`src/rtl/spwm_capture.sv`:
```
// Three-phase PWM gate monitor: per-phase period / high-time capture and
// sticky shoot-through detection behind a byte-wide MMIO register map.
module spwm_capture #(
  parameter int SYNC_STAGES = 2  // input synchronizer depth, 2..3
) (
  input  logic       clk_pwm,
  input  logic       rst_n,
  input  logic       bus_wr,
  input  logic       bus_rd,
  input  logic [5:0] bus_addr,
  input  logic [7:0] bus_wdata,
  output logic [7:0] bus_rdata,
  output logic       out_en,
  input  logic       AH,
  input  logic       AL,
  input  logic       BH,
  input  logic       BL,
  input  logic       CH,
  input  logic       CL,
  output logic       fault
);

  localparam logic [15:0] CNT_MAX     = 16'hFFFF;
  localparam logic [5:0]  ADDR_CTRL   = 6'h00;
  localparam logic [5:0]  ADDR_STATUS = 6'h01;
  localparam logic [5:0]  ADDR_FIRST  = 6'h02;
  localparam logic [5:0]  ADDR_LAST   = 6'h0D;

  logic [2:0]                  h_raw, l_raw;
  logic [2:0][SYNC_STAGES-1:0] h_sync, l_sync;
  logic [2:0]                  hs, ls, hs_prev, rise, armed, capture;
  logic [2:0][15:0]            period_cnt, high_cnt, per_reg, high_reg;
  logic                        enable;
  logic [5:0]                  status, status_clr, status_nxt;
  logic [7:0]                  shadow;
  logic                        in_window, is_lo_read;
  logic [3:0]                  addr_off;
  logic [15:0]                 sel_val;
  logic                        unused_wdata;

  assign h_raw = {CH, BH, AH};
  assign l_raw = {CL, BL, AL};

  always_comb begin
    for (int p = 0; p < 3; p++) begin
      hs[p] = h_sync[p][SYNC_STAGES-1];
      ls[p] = l_sync[p][SYNC_STAGES-1];
    end
  end

  assign rise    = hs & ~hs_prev;
  assign capture = rise & armed & {3{enable}};

  // Set terms are OR-ed after the W1C mask, so a coincident set always wins.
  assign status_clr = (bus_wr && bus_addr == ADDR_STATUS) ? bus_wdata[5:0] : 6'h00;
  assign status_nxt = (status & ~status_clr) | {capture, hs & ls};

  // Byte registers 0x02..0x0D: offset[3:2] = phase, [1] = PER/HIGH, [0] = hi byte.
  assign in_window    = bus_addr inside {[ADDR_FIRST:ADDR_LAST]};
  assign addr_off     = bus_addr[3:0] - 4'd2;
  assign is_lo_read   = bus_rd && in_window && !addr_off[0];
  assign unused_wdata = ^bus_wdata[7:6];

  always_comb begin
    // NOTE: every combinational output gets a default first so no path infers a latch.
    sel_val   = 16'h0000;
    bus_rdata = 8'h00;
    for (int p = 0; p < 3; p++) begin
      if (addr_off[3:2] == 2'(p)) sel_val = addr_off[1] ? per_reg[p] : high_reg[p];
    end
    if (bus_addr == ADDR_CTRL)        bus_rdata = {7'b0, enable};
    else if (bus_addr == ADDR_STATUS) bus_rdata = {2'b0, status};
    else if (in_window)               bus_rdata = addr_off[0] ? shadow : sel_val[7:0];
  end

  always_ff @(posedge clk_pwm) begin
    // NOTE: state uses non-blocking assignments only, and the synchronous reset
    // clears the capture/counter arrays too so no stale measurement survives it.
    if (!rst_n) begin
      h_sync     <= '0;
      l_sync     <= '0;
      hs_prev    <= '0;
      armed      <= '0;
      period_cnt <= '0;
      high_cnt   <= '0;
      per_reg    <= '0;
      high_reg   <= '0;
      enable     <= 1'b0;
      status     <= '0;
      shadow     <= '0;
      out_en     <= 1'b0;
      fault      <= 1'b0;
    end else begin
      for (int p = 0; p < 3; p++) begin
        h_sync[p] <= {h_sync[p][SYNC_STAGES-2:0], h_raw[p]};
        l_sync[p] <= {l_sync[p][SYNC_STAGES-2:0], l_raw[p]};

        if (!enable) begin
          period_cnt[p] <= '0;
          high_cnt[p]   <= '0;
          armed[p]      <= 1'b0;
        end else if (rise[p]) begin
          period_cnt[p] <= 16'd1;
          high_cnt[p]   <= 16'd1;
          armed[p]      <= 1'b1;
        end else begin
          if (period_cnt[p] != CNT_MAX)        period_cnt[p] <= period_cnt[p] + 16'd1;
          if (hs[p] && high_cnt[p] != CNT_MAX) high_cnt[p]   <= high_cnt[p] + 16'd1;
        end

        if (capture[p]) begin
          per_reg[p]  <= period_cnt[p];
          high_reg[p] <= high_cnt[p];
        end
      end

      hs_prev <= hs;
      status  <= status_nxt;
      fault   <= |status_nxt[2:0];
      out_en  <= bus_rd;
      if (bus_wr && bus_addr == ADDR_CTRL) enable <= bus_wdata[0];
      if (is_lo_read) shadow <= sel_val[15:8];
    end
  end

endmodule

```
`config.mk`:
```
export PLATFORM = sky130hd
export DESIGN_NAME = spwm_capture
export DESIGN_NICKNAME = d
export VERILOG_FILES = /design/src/rtl/spwm_capture.sv
export SDC_FILE = /design/constraint.sdc
export NUM_CORES = 1
export LEC_CHECK = 0
export ABC_AREA = 1
export CAP_MARGIN = 40
export CORE_MARGIN = 1.5
export CORE_UTILIZATION = 40
export CTS_CLUSTER_DIAMETER = 200
export DETAILED_ROUTE_END_ITERATION = 10
export GPL_ROUTABILITY_DRIVEN = 0
export HOLD_SLACK_MARGIN = 0.05
export PLACE_DENSITY = 0.66
export REMOVE_ABC_BUFFERS = 1
export SLEW_MARGIN = 15
export SYNTH_ARGS = -nofsm -noshare
export SYNTH_HDL_FRONTEND = slang
export SYNTH_SLANG_ARGS = --single-unit
```
`constraint.sdc`:
```
create_clock -name clk_pwm -period 3.7 [get_ports clk_pwm]
set_clock_uncertainty 0.2 [all_clocks]
set_input_delay 0.37 -clock clk_pwm [delete_from_list [all_inputs] [get_ports clk_pwm]]
set_output_delay 0.37 -clock clk_pwm [all_outputs]
set_load 0.1 [all_outputs]
```
Word-level counts from Yosys, hierarchy flattened:

Cells that the tools add are included.

* register bits after elaboration: 227
* input port bits: 24
* output and inout port bits: 10
* word-level logic and storage cells: 106

* add/subtract/negate cells: 7
* magnitude comparators: 2
* equality and inequality tests: 9
* mux-type cells: 23
* bitwise operators: 10
* reduce and logical (&&, ||, !) cells: 22

Operator list (count)
* adder 16 x 1 -> 16 bit (second input constant): 6
* 2-to-1 mux 16 bit: 6
* != test 16 bit (second input constant): 6
* 2-to-1 mux 8 bit: 4
* AND 3 bit: 4
* 2-to-1 mux 1 bit: 12
* nonzero test 2 bit: 6
* OR reduction 3 bit: 4
* logical AND 1 bit: 8
* AND 6 bit: 1
* equality test 6 x 1 -> 1 bit (second input constant): 1
* greater-or-equal comparator 6 x 2 -> 1 bit (second input constant): 1
* less-or-equal comparator 6 x 4 -> 1 bit (second input constant): 1
* logical NOT 6 bit: 1
* 2-to-1 mux 6 bit: 1
* inverter 6 bit: 1
* bitwise OR 6 bit: 1
* subtractor 4 x 2 -> 4 bit (second input constant): 1
* inverter 3 bit: 1
* equality test 2 x 1 -> 1 bit (second input constant): 1
* equality test 2 bit (second input constant): 1
* logical NOT 2 bit: 1
* inverter 1 bit: 2
* AND reduction 2 bit: 1
* logical NOT 1 bit: 1

Longest topological paths before layout:

* word-level depth: 9
* mapped depth: 12
* depth with buffers taken out: 10

Worst setup path after synthesis:

OpenSTA, ideal clock, no wires.

* path kind: in2out
* start point: input port bus_addr[1]
* end point: output port bus_rdata[6]
* data arrival time: 3.137 ns
* slack: -0.007 ns
* stages on the path: 10
* buffers on the path: 2
* path through: buf_2 > inv_2 > buf_2 > ha_1 > inv_1 > nor2_2 > nand2_1 > nand2_1 > nor2_1 > a21oi_1

* cells in the longest elaborated chain, start to end: 9
* elaborated cells on any way between the ends: 19
* those cells by class: 1 x add/sub; 2 x order compare; 3 x eq/ne; 10 x mux; 3 x reduce/logical

Ends and longest elaborated chain
* start, declared: line 10 `input logic [5:0] bus_addr,`
* subtractor 4 x 2 -> 4 bit: line 60 `assign addr_off = bus_addr[3:0] - 4'd2;`
* 2-to-1 mux 16 bit / logical NOT 2 bit (equally long branches): line 69 `if (addr_off[3:2] == 2'(p)) sel_val = addr_off[1] ? per_reg[p] : high_reg[p];`
* 2-to-1 mux 16 bit (3 in series): line 69
* 2-to-1 mux 8 bit (2 in series): line 73 `else if (in_window) bus_rdata = addr_off[0] ? shadow : sel_val[7:0];`
* 2-to-1 mux 8 bit: line 72 `else if (bus_addr == ADDR_STATUS) bus_rdata = {2'b0, status};`
* 2-to-1 mux 8 bit (*): line 71 `if (bus_addr == ADDR_CTRL) bus_rdata = {7'b0, enable};`
* end, declared: line 12 `output logic [7:0] bus_rdata,`

Mark *: on every way between the ends. The rest lies on a longest branch, timed or not.

Worst setup path after layout:

* start point: input port bus_addr[2]
* end point: output port bus_rdata[6]

* cells in the longest elaborated chain, start to end: 9
* elaborated cells on any way between the ends: 16
* those cells by class: 1 x add/sub; 2 x order compare; 3 x eq/ne; 7 x mux; 3 x reduce/logical

Ends and longest elaborated chain (line)
* subtractor 4 x 2 -> 4 bit: 60
* logical NOT 2 bit: 69
* 2-to-1 mux 16 bit (3 in series): 69
* 2-to-1 mux 8 bit (2 in series): 73
* 2-to-1 mux 8 bit: 72
* 2-to-1 mux 8 bit (*): 71

Marked as above.

==> results.toml <==
[setup_path]
critical_path.startpoint_type = "input pin"
worst_ep_required_time_ns = 3.13
worstPathArrival_ns = 2.82
path_class = "in2out"
path_max_fanout = 12
end_kind = "output port"

[synthesis]
yosys_warnings = 0
synthTopCellsByArea = "dfxtp_1, nand2_1, nor2_1"
synth.distinct_cells = 36
synth_commonest_cells = "nand2_1, nor2_1, dfxtp_1"
synth.avg_cell_area_um2 = 6.64
synth-edff-count = 0
synth_seq_cells = 227
synth_top_area_share = 0.409
synthFlopType = "dfxtp_1"
yosysSeqAreaShare = 0.409
yosysMostFrequentCell = "nand2_1"
synthCells = 1672
syn-cell-area_um2 = 11100
async_flop_share = 0
yosysTopAreaCell = "dfxtp_1"

[routing]
dr.pass1.iters = 8
routed_wl_um = 28100
ant_nets = 0
wl_per_cell_um = 13.6
vias = 10300
via_per_inst = 4.99
drt-initial-drc-count = 871
drc_errors = 0

[pwr]
p_leak_nw = 5.09
totalPowerFinal_mw = 5.69
p_per_area_nw_per_um2 = 448
ir_drop_uv = 301

[floorplanning]
die-area_um2 = 28800
start_util = 0.410
fp.dieW_um = 170
core-area_um2 = 27100
rows = 60
pin_count = 34
die_y_um = 170

[grt]
grt-ovfl-total = 0
use_met3 = 0.0229
use_met2 = 0.326
use_met1 = 0.268
grt_pass1_wl_um = 46300
grt_start_max_net_pins = 69
grt_pass1_vias = 9455
grt_antenna_before_repair = 1
top_usage_layer = "met2"
gr-usage-all-layers = 0.197

[job]
drv_cap = 0

[sta]
holdWs_ns = 0.166
drv_slew = 0
worst_slew_pin_slew_ns = 0.825
finalSetupViolations = 0
fin_crit_ns = 3.39
final-hold-violation-count = 0
period_share = 0.917
fmax_mhz = 295
rsz0062_at_grt = "no"
maxSlewHeadroom = 0.450

[placed_design]
hpwl_um = 19900
placed_area_um2 = 11700
io_buffers = 31

[status]
status = "finished clean"

[final_layout]
area_growth_pct = 14.3
final_area_um2 = 12700
final_nets = 1708
drive_gt1_frac = 0.0748
fin_util = 0.468

[clock_network]
clock_latency_ns = 0.53
clkTransAtPathRegs_ns = 0.06
cts_made_buffers = 27
post_cts_buffers = 0
cts_num_sinks = 227
cts_tree = "done"
clk_path_buf_depth = 3
h-tree-depth = 1
cts_repair_resize_count = 0
postCtsHoldBufs = 0
root_buffer = "clkbuf_16"

[worst_hold_path]
min_path_type = "in2reg"
## routing by layer
metal / routed length, µm / vias up
met5: 0 / -
met4: 694 / 0
met3: 1120 / 49
met2: 12700 / 189
met1: 13600 / 4735
li1: - / 5350
## stage by stage
| stage | std cells | setup slack [ns] | TNS [ns] |
|---|---|---|---|
| floorplan | 1609 | -0.0495 | -0.0495 |
| global placement | 2018 | 0.356 | 0 |
| detailed placement | 2020 | 0.343 | 0 |
| CTS | 2069 | 0.311 | 0 |
| global route | 2070 | 0.182 | 0 |
| finish | 2070 | 0.306 | 0 |
## layout make-up
class,count,area (µm²)
Timing Repair Buffer,39,458
Fill cell,2693,14400
Clock inverter,16,290
Inverter,172,647
Tap cell,372,465
Clock buffer,33,728
Multi-Input combinational cell,1210,5560
Antenna cell,1,2.50
Sequential cell,227,4540
## critical path, stage by stage
cell and delay (ns):
clkdlybuf4s50_1 0.56, inv_1 0.09, ha_1 0.37, inv_1 0.22
nand2_2 0.08, inv_1 0.26, nand2_1 0.09, nand2_1 0.07
nor2_1 0.04, a21oi_1 0.42, buf_12 0.24
## cells in the final DEF (no fill, tap or decap), types with 16 or more instances in the layout
| cell | count |
|---|---|
| a21oi_1 | 137 |
| clkbuf_16 | 27 |
| clkdlybuf4s50_1 | 21 |
| dfxtp_1 | 227 |
| inv_1 | 155 |
| inv_2 | 16 |
| nand2_1 | 477 |
| nand3_1 | 78 |
| nand4_1 | 23 |
| nor2_1 | 243 |
| o21ai_0 | 144 |
## logic make-up (layout without fill, tap and decap cells)
logic type / after synthesis / count (layout) / synth area share
simple gates: 879 / 879 / 0.334
compound gates: 304 / 304 / 0.142
buf+inv: 235 / 260 / 0.0904
flops: 227 / 227 / 0.409
xor+xnor: 18 / 18 / 0.0149
fa+ha+maj: 7 / 7 / 0.00788
mux: 2 / 2 / 0.00180
other cells: 0 / 1 / 0
## where the power goes
group	total, mW	internal [mW]	switching [mW]	leakage (nW)
clock network	3.01	1.95	1.05	0.499
registers	2.46	2.46	0.00639	1.83
logic	0.224	0.0693	0.155	2.76
total	5.69	4.48	1.21	5.09
## final timing paths
path,slack [ns],cells past startpoint,to,from
worst min-delay path,0.17,3,h_sync[0],AH
worst max register to register,1.29,6,per_reg[2],h_sync[1]
worst max-delay path,0.31,11,bus_rdata[6],bus_addr[2]
worst min register to register,0.21,2,h_sync[1],h_sync[0]
No activity file was read; power rests on OpenSTA's default activity.
